===== src/rtl/shift_pkg.sv =====
// Shared opcode and state encodings for the multicycle shifter.
// The control-unit decoder imports this package too.
package shift_pkg;

    localparam logic [2:0] OP_SLL  = 3'b000;
    localparam logic [2:0] OP_SRL  = 3'b001;
    localparam logic [2:0] OP_SRA  = 3'b010;
    localparam logic [2:0] OP_ROR  = 3'b011;
    localparam logic [2:0] OP_PASS = 3'b111;

    typedef enum logic [1:0] {
        S_IDLE  = 2'd0,
        S_SHIFT = 2'd1,
        S_DONE  = 2'd2
    } state_t;

    // Codes with bit 2 set are treated as PASS.
    function automatic logic op_is_shift(input logic [2:0] op);
        return op[2] == 1'b0;
    endfunction

endpackage


===== src/rtl/shift_step.sv =====
// Combinational one-bit shifter: applies a single SLL/SRL/SRA/ROR step.
// Any other opcode passes the operand through unchanged.
module shift_step
    import shift_pkg::*;
#(
    parameter int unsigned WIDTH = 32
) (
    input  logic [WIDTH-1:0] d,
    input  logic [2:0]       op,
    output logic [WIDTH-1:0] q
);

    always_comb begin
        q = d;
        case (op)
            OP_SLL:  q = {d[WIDTH-2:0], 1'b0};
            OP_SRL:  q = {1'b0, d[WIDTH-1:1]};
            OP_SRA:  q = {d[WIDTH-1], d[WIDTH-1:1]};
            OP_ROR:  q = {d[0], d[WIDTH-1:1]};
            default: q = d;
        endcase
    end

endmodule


===== src/rtl/shift_seq_unit.sv =====
// Multicycle shifter: captures operand/amount on start, shifts one bit per clock,
// and pulses done for one cycle when the result is final.
module shift_seq_unit
    import shift_pkg::*;
#(
    parameter int unsigned WIDTH   = 32,
    parameter int unsigned SHAMT_W = 5
) (
    input  logic               clk,
    input  logic               reset,
    input  logic               start,
    input  logic [2:0]         op,
    input  logic [WIDTH-1:0]   src,
    input  logic [SHAMT_W-1:0] shamt,
    output logic [WIDTH-1:0]   result,
    output logic               busy,
    output logic               done
);

    state_t             state_q, state_d;
    logic [WIDTH-1:0]   data_q, data_d;
    logic [SHAMT_W-1:0] count_q, count_d;
    logic [2:0]         op_q, op_d;
    logic [WIDTH-1:0]   step_q;
    logic               accept;

    assign accept = (state_q == S_IDLE) && start;

    shift_step #(
        .WIDTH (WIDTH)
    ) u_step (
        .d  (data_q),
        .op (op_q),
        .q  (step_q)
    );

    // State register.
    always_ff @(posedge clk or posedge reset) begin
        if (reset) begin
            state_q <= S_IDLE;
        end else begin
            state_q <= state_d;
        end
    end

    // Datapath registers.
    always_ff @(posedge clk or posedge reset) begin
        if (reset) begin
            data_q  <= '0;
            count_q <= '0;
            op_q    <= OP_PASS;
        end else begin
            data_q  <= data_d;
            count_q <= count_d;
            op_q    <= op_d;
        end
    end

    // Next-state logic.
    always_comb begin
        state_d = state_q;
        case (state_q)
            S_IDLE: begin
                if (start) begin
                    if ((shamt != '0) && op_is_shift(op)) begin
                        state_d = S_SHIFT;
                    end else begin
                        state_d = S_DONE;
                    end
                end
            end
            S_SHIFT: begin
                // count_q==1 means this edge performs the last step.
                if (count_q == SHAMT_W'(1)) begin
                    state_d = S_DONE;
                end
            end
            S_DONE:  state_d = S_IDLE;
            default: state_d = S_IDLE;
        endcase
    end

    // Datapath next values; operands are only captured on an accepted start.
    always_comb begin
        data_d  = data_q;
        count_d = count_q;
        op_d    = op_q;
        if (accept) begin
            data_d  = src;
            count_d = shamt;
            op_d    = op;
        end else if (state_q == S_SHIFT) begin
            data_d  = step_q;
            count_d = count_q - SHAMT_W'(1);
        end
    end

    // Outputs.
    always_comb begin
        result = data_q;
        busy   = (state_q != S_IDLE);
        done   = (state_q == S_DONE);
    end

endmodule

===== config.mk =====
export PLATFORM = sky130hd
export DESIGN_NAME = shift_seq_unit
export DESIGN_NICKNAME = d
export VERILOG_FILES = /design/src/rtl/shift_pkg.sv /design/src/rtl/shift_step.sv /design/src/rtl/shift_seq_unit.sv
export SDC_FILE = /design/constraint.sdc
export NUM_CORES = 1
export LEC_CHECK = 0
export ABC_AREA = 0
export CAP_MARGIN = 20
export CORE_ASPECT_RATIO = 1.75
export CORE_MARGIN = 2
export CORE_UTILIZATION = 45
export CTS_CLUSTER_SIZE = 16
export DETAILED_ROUTE_END_ITERATION = 7
export PLACE_DENSITY = 0.79
export SLEW_MARGIN = 20
export SYNTH_ARGS = -nofsm -noshare
export SYNTH_HDL_FRONTEND = slang
export SYNTH_SLANG_ARGS = --single-unit

===== constraint.sdc =====
create_clock -name clk -period 1.57 [get_ports clk]
set_input_delay 0.314 -clock clk [delete_from_list [all_inputs] [get_ports clk]]
set_output_delay 0.314 -clock clk [all_outputs]
set_load 0.005 [all_outputs]

# ---- After elaboration in Yosys (flattened, before gate mapping)
# Index checks and enable logic that the tools add are counted.
dict set report totals {
  ff_bits 42
  input_bits 43
  output_inout_bits 34
}
dict set report op_classes {
  add_sub_neg 1
  n_eq_ne 9
  n_mux 9
  bitwise_logic 1
  reduce_logical 12
}
# operator count
set op_table {}
lappend op_table {{$pmux 32 s4} 1}
lappend op_table {{$mux 32} 2}
lappend op_table {{$mux 5} 2}
lappend op_table {{$reduce_bool 5->1} 2}
lappend op_table {{$eq 3x2->1 const B} 2}
lappend op_table {{$mux 2} 3}
lappend op_table {{$ne 2x2->1 const B} 3}
lappend op_table {{$eq 5x1->1 const B} 1}
lappend op_table {{$sub 5x1->5 const B} 1}
lappend op_table {{$pmux 2 s2} 1}
lappend op_table {{$reduce_and 2->1} 2}
lappend op_table {{$reduce_bool 2->1} 2}
lappend op_table {{$reduce_bool 4->1} 1}
lappend op_table {{$eq 3x1->1 const B} 1}
lappend op_table {{$logic_not 3->1} 1}
lappend op_table {{$reduce_and 3->1} 1}
lappend op_table {{$eq 2x1->1 const B} 1}
lappend op_table {{$eq 2x2->1 const B} 1}
lappend op_table {{$logic_and 1x1->1} 2}
lappend op_table {{$logic_not 2->1} 1}
lappend op_table {{$not 1->1} 1}

# ---- Depth between registers and ports, before layout
dict set report depth {
  depth_word 5
  ltp_mapped 6
  mapped_depth_nobuf 6
}

# ---- Cells and area by module
# From an unflattened synthesis, not the netlist that was laid out.
dict set report hier_totals {
  cells_unflattened 346
  hier_area_um2 2793.9
}
# mod n_inst cells_per_inst area_each_um2 seq_area_each_um2
set modules_own_cells {}
lappend modules_own_cells {shift_seq_unit 1 237 2089.5 1054.8}
lappend modules_own_cells {shift_step 1 109 704.4 0.0}

# ---- Worst setup path after synthesis
# Ideal clock, no wire load.
dict set report synth_path {
  path_type {register to register}
  startpoint {register state_q[0]}
  endpoint {register data_q[14], in the netlist result[14]}
  setup_time_ns 0.132
  t_arrival_ns 1.262
  required_time_ns 1.438
  slack_ns 0.176
  path_stages_with_launch 6
  cell_sequence {dfrtp_1 > or3b_1 > buf_6 > buf_2 > o2bb2ai_1 > o21ai_1}
}
dict set report synth_via {
  elab_chain_cells 4
}
# item line_no
set synth_lines {}
lappend synth_lines {{start: declaration} shift_seq_unit.sv:20} ;# state_t state_q, state_d;
lappend synth_lines {{start signal: assignment} shift_seq_unit.sv:42} ;# state_q <= state_d;
lappend synth_lines {{$logic_not 2->1} shift_seq_unit.sv:27} ;# assign accept = (state_q == S_IDLE) && start;
lappend synth_lines {{$logic_and 1x1->1} shift_seq_unit.sv:27}
lappend synth_lines {{$reduce_bool 5->1 (no source line) / $reduce_bool 2->1 (equally long branches)} -}
lappend synth_lines {{$reduce_and 2->1 (no source line)} -}
lappend synth_lines {{end signal: assignment} shift_seq_unit.sv:53} ;# data_q <= data_d;
lappend synth_lines {{end: declaration} shift_seq_unit.sv:21} ;# logic [WIDTH-1:0] data_q, data_d;
# Several ways; a longest one is shown, not always the timed one.
# A chain may end at the register's enable or synchronous reset.

# ---- Worst setup path after layout
dict set report layout_path {
  startpoint {register state_q[1]}
  endpoint {register data_q[3], in the netlist result[3]}
}
# The elaborated chain is that of the path after synthesis.

==> flow_summary.toml <==
[worst_setup_path]
path_class = "reg -> reg"
critical_path.max_fanout = 8
cp.required_ns = 1.77
endpoint_kind = "flop"
cp.arrival_ns = 1.77
worst_setup_path_start_kind = "flop"

[power]
leakagePower_nw = 1.71
ir_drop_mv = 1.26
p_per_area_nw_per_um2 = 2150

[timing]
min_period_ns = 1.57
fmax_ghz = 0.636
hold_violations = 0
clock-skew-final_ns = 0.0105
drv_slew = 0
tns_ns = -0.00453
fin_ws_ns = -0.00258
fin_crit_sh_pct = 100
tightest_slew_ns = 0.446
slew_headroom_pct = 70.0
setup_viol = 2

[global_route]
grt_pass1_wl_um = 11600
grt_pass1_vias = 2463
grt_max_degree = 43
grtUsageTotal_pct = 24.9
antenna_found_initial = 0
grt_overflow = 0

[clock_network]
cts_htree_levels = 2
root_buffer = "clkbuf_8"
clk_latency_ns = 0.30
cts_sinks = 42
clockBufferDepth = 2
cts_tree = "yes"
cts_hold_buf = 0
path_clk_slew_ns = 0.09
cts_buffers = 5

[floorplan]
dieHeight_um = 100
die_area_sq_um = 5920
core-area_sq_um = 5170
start_util_pct = 46.2
num_rows = 35
die_w_um = 59.0
ios = 77

[logic_synthesis]
syn_nets = 327
yosysWarnings = 0
synthCells = 282
synth_largest_area_cell = "dfrtp_1"
syn_area_sq_um = 2380
avgSynthCellArea_sq_um = 8.46
synth_seq_cells = 42
ys_seq_area_share_pct = 44.2
ys_types = 36
ys_top_cells_by_area = "dfrtp_1 (41%), nand2_1 (11%), o2bb2ai_1 (11%), a21oi_1 (8.0%), o21ai_1 (5.2%)"
yosysTopAreaCellShare_pct = 40.9

[drt]
drt_iter0_markers = 148
via_per_inst = 5.76
dr_total_vias = 2611
drt_wl_total_um = 7510
drt_pass1_iterations = 7
ant_nets = 0
remaining_drc_errors = 0
wl_per_cell_um = 16.6

[layout]
antennaDiodeCount = 0
final_cell_mix = "nand2_1 (72), clkdlybuf4s50_1 (65), buf_4 (45)"
layout.nets = 442
final_util_pct = 72.4
synthToLayoutAreaGrowth_pct = 56.8
final_layout_size_suffix_gt1_share_pct = 19.3
final_common_cell = "nand2_1"

[placement]
finalWeightedCongestion = 0.818
port_buffers = 76
place.detailed.hpwl_um = 4890

[status]
outcome = "complete, but fails checks"
failed_checks = "negative setup slack"

[job]
drv_cap = 0

[min_path]
hold_class = "in -> async"
## metal layers
layer / GRT usage (%) / part of all wire, % / vias up
li1: - / - / 1229
met1: 29.7 / 37 / 1250
met2: 44.4 / 55 / 114
met3: 4.38 / 5.2 / 18
met4: 7.52 / 2.1 / 0
met5: 0 / 0 / -
## critical path, stage by stage (launching register included)
cell	delay (ns)
dfrtp_2	0.45
buf_4	0.16
nor3b_4	0.17
buf_4	0.18
buf_12	0.12
a21oi_1	0.06
o2bb2ai_2	0.15
o21ai_0	0.19
## logic make-up (layout without fill, tap and decap cells)
family          Yosys count  in the layout  share of synthesized area (%)
flops                    42             42                           44.2
compound gates          119            119                           31.7
simple gates             88             88                           16.0
fa+ha+maj                 2              2                           1.05
buf+inv                  31            147                           7.08
## registers in the layout, indices dropped and copies added (netlist names)
signal,count
result,32
count_q,5
op_q,3
state_q,2
## final cells by class
type                            instances  area [sq um]
Clock inverter                          3          40.0
Clock buffer                            5          68.8
Sequential cell                        42          1060
Multi-Input combinational cell        209          1200
Tap cell                               55          68.8
Timing Repair Buffer                  130          1270
Fill cell                             408          1430
Inverter                                9          33.8
## power breakdown
part	switching (W)	internal, W	total, W
combinational	0.00235	0.00270	0.00505
clock	0.000395	0.000469	0.000864
sequential	0.000467	0.00164	0.00211
## synth_stat cells, drive strengths merged
| library cell | n |
|---|---|
| a21oi | 38 |
| a22o | 1 |
| a31oi | 1 |
| a32o | 1 |
| a32oi | 2 |
| and3 | 1 |
| buf | 16 |
| clkbuf | 6 |
| dfrtp | 39 |
| dfstp | 3 |
| ha | 2 |
| inv | 9 |
| nand2 | 73 |
| nand2b | 1 |
| nand3b | 1 |
| nand4b | 1 |
| nor2 | 4 |
| nor2b | 2 |
| nor3 | 1 |
| nor3b | 1 |
| nor4 | 1 |
| nor4b | 1 |
| o21ai | 40 |
| o21ba | 1 |
| o21bai | 1 |
| o22ai | 1 |
| o2bb2ai | 30 |
| o31ai | 1 |
| o32ai | 1 |
| o41ai | 1 |
| or3b | 1 |
## path summary, 6_finish.rpt
check                      startpoint    endpoint  slack, ns  cells after the start
min                             reset  result[17]       0.34                      3
max in group asynchronous       reset     op_q[0]       0.94                      3
max                        state_q[1]   result[3]     -0.003                      7
min in group clk                op[1]     op_q[1]       0.51                      3
max reg2reg                state_q[1]   result[3]     -0.003                      7
min reg2reg                   op_q[2]     op_q[2]       0.52                      2
## per-stage QoR
| step | worst slack (ns) | power [W] | std cells | hold WS (ns) | instance area (sq um) |
|---|---|---|---|---|---|
| floorplan | 0.176 | 0.00464 | 282 | 0.397 | 2380 |
| global placement | -0.288 | 0.00634 | 413 | 0.468 | 3320 |
| detailed placement | -0.333 | 0.00647 | 413 | 0.472 | 3320 |
| CTS | 0.00215 | 0.00749 | 427 | 0.357 | 3480 |
| global route | -0.115 | 0.00862 | 453 | 0.380 | 3740 |
| finish | -0.00258 | 0.00803 | 453 | 0.343 | 3740 |
## timing repair
| item | CTS | global route |
|---|---|---|
| gates resized for setup | 7 | 14 |
| gates cloned | 0 | 1 |
| setup endpoints to repair | 38 | 42 |
| setup buffers | 6 | 25 |
| pin swaps | 0 | 2 |
(Power assumes the default switching activity.)
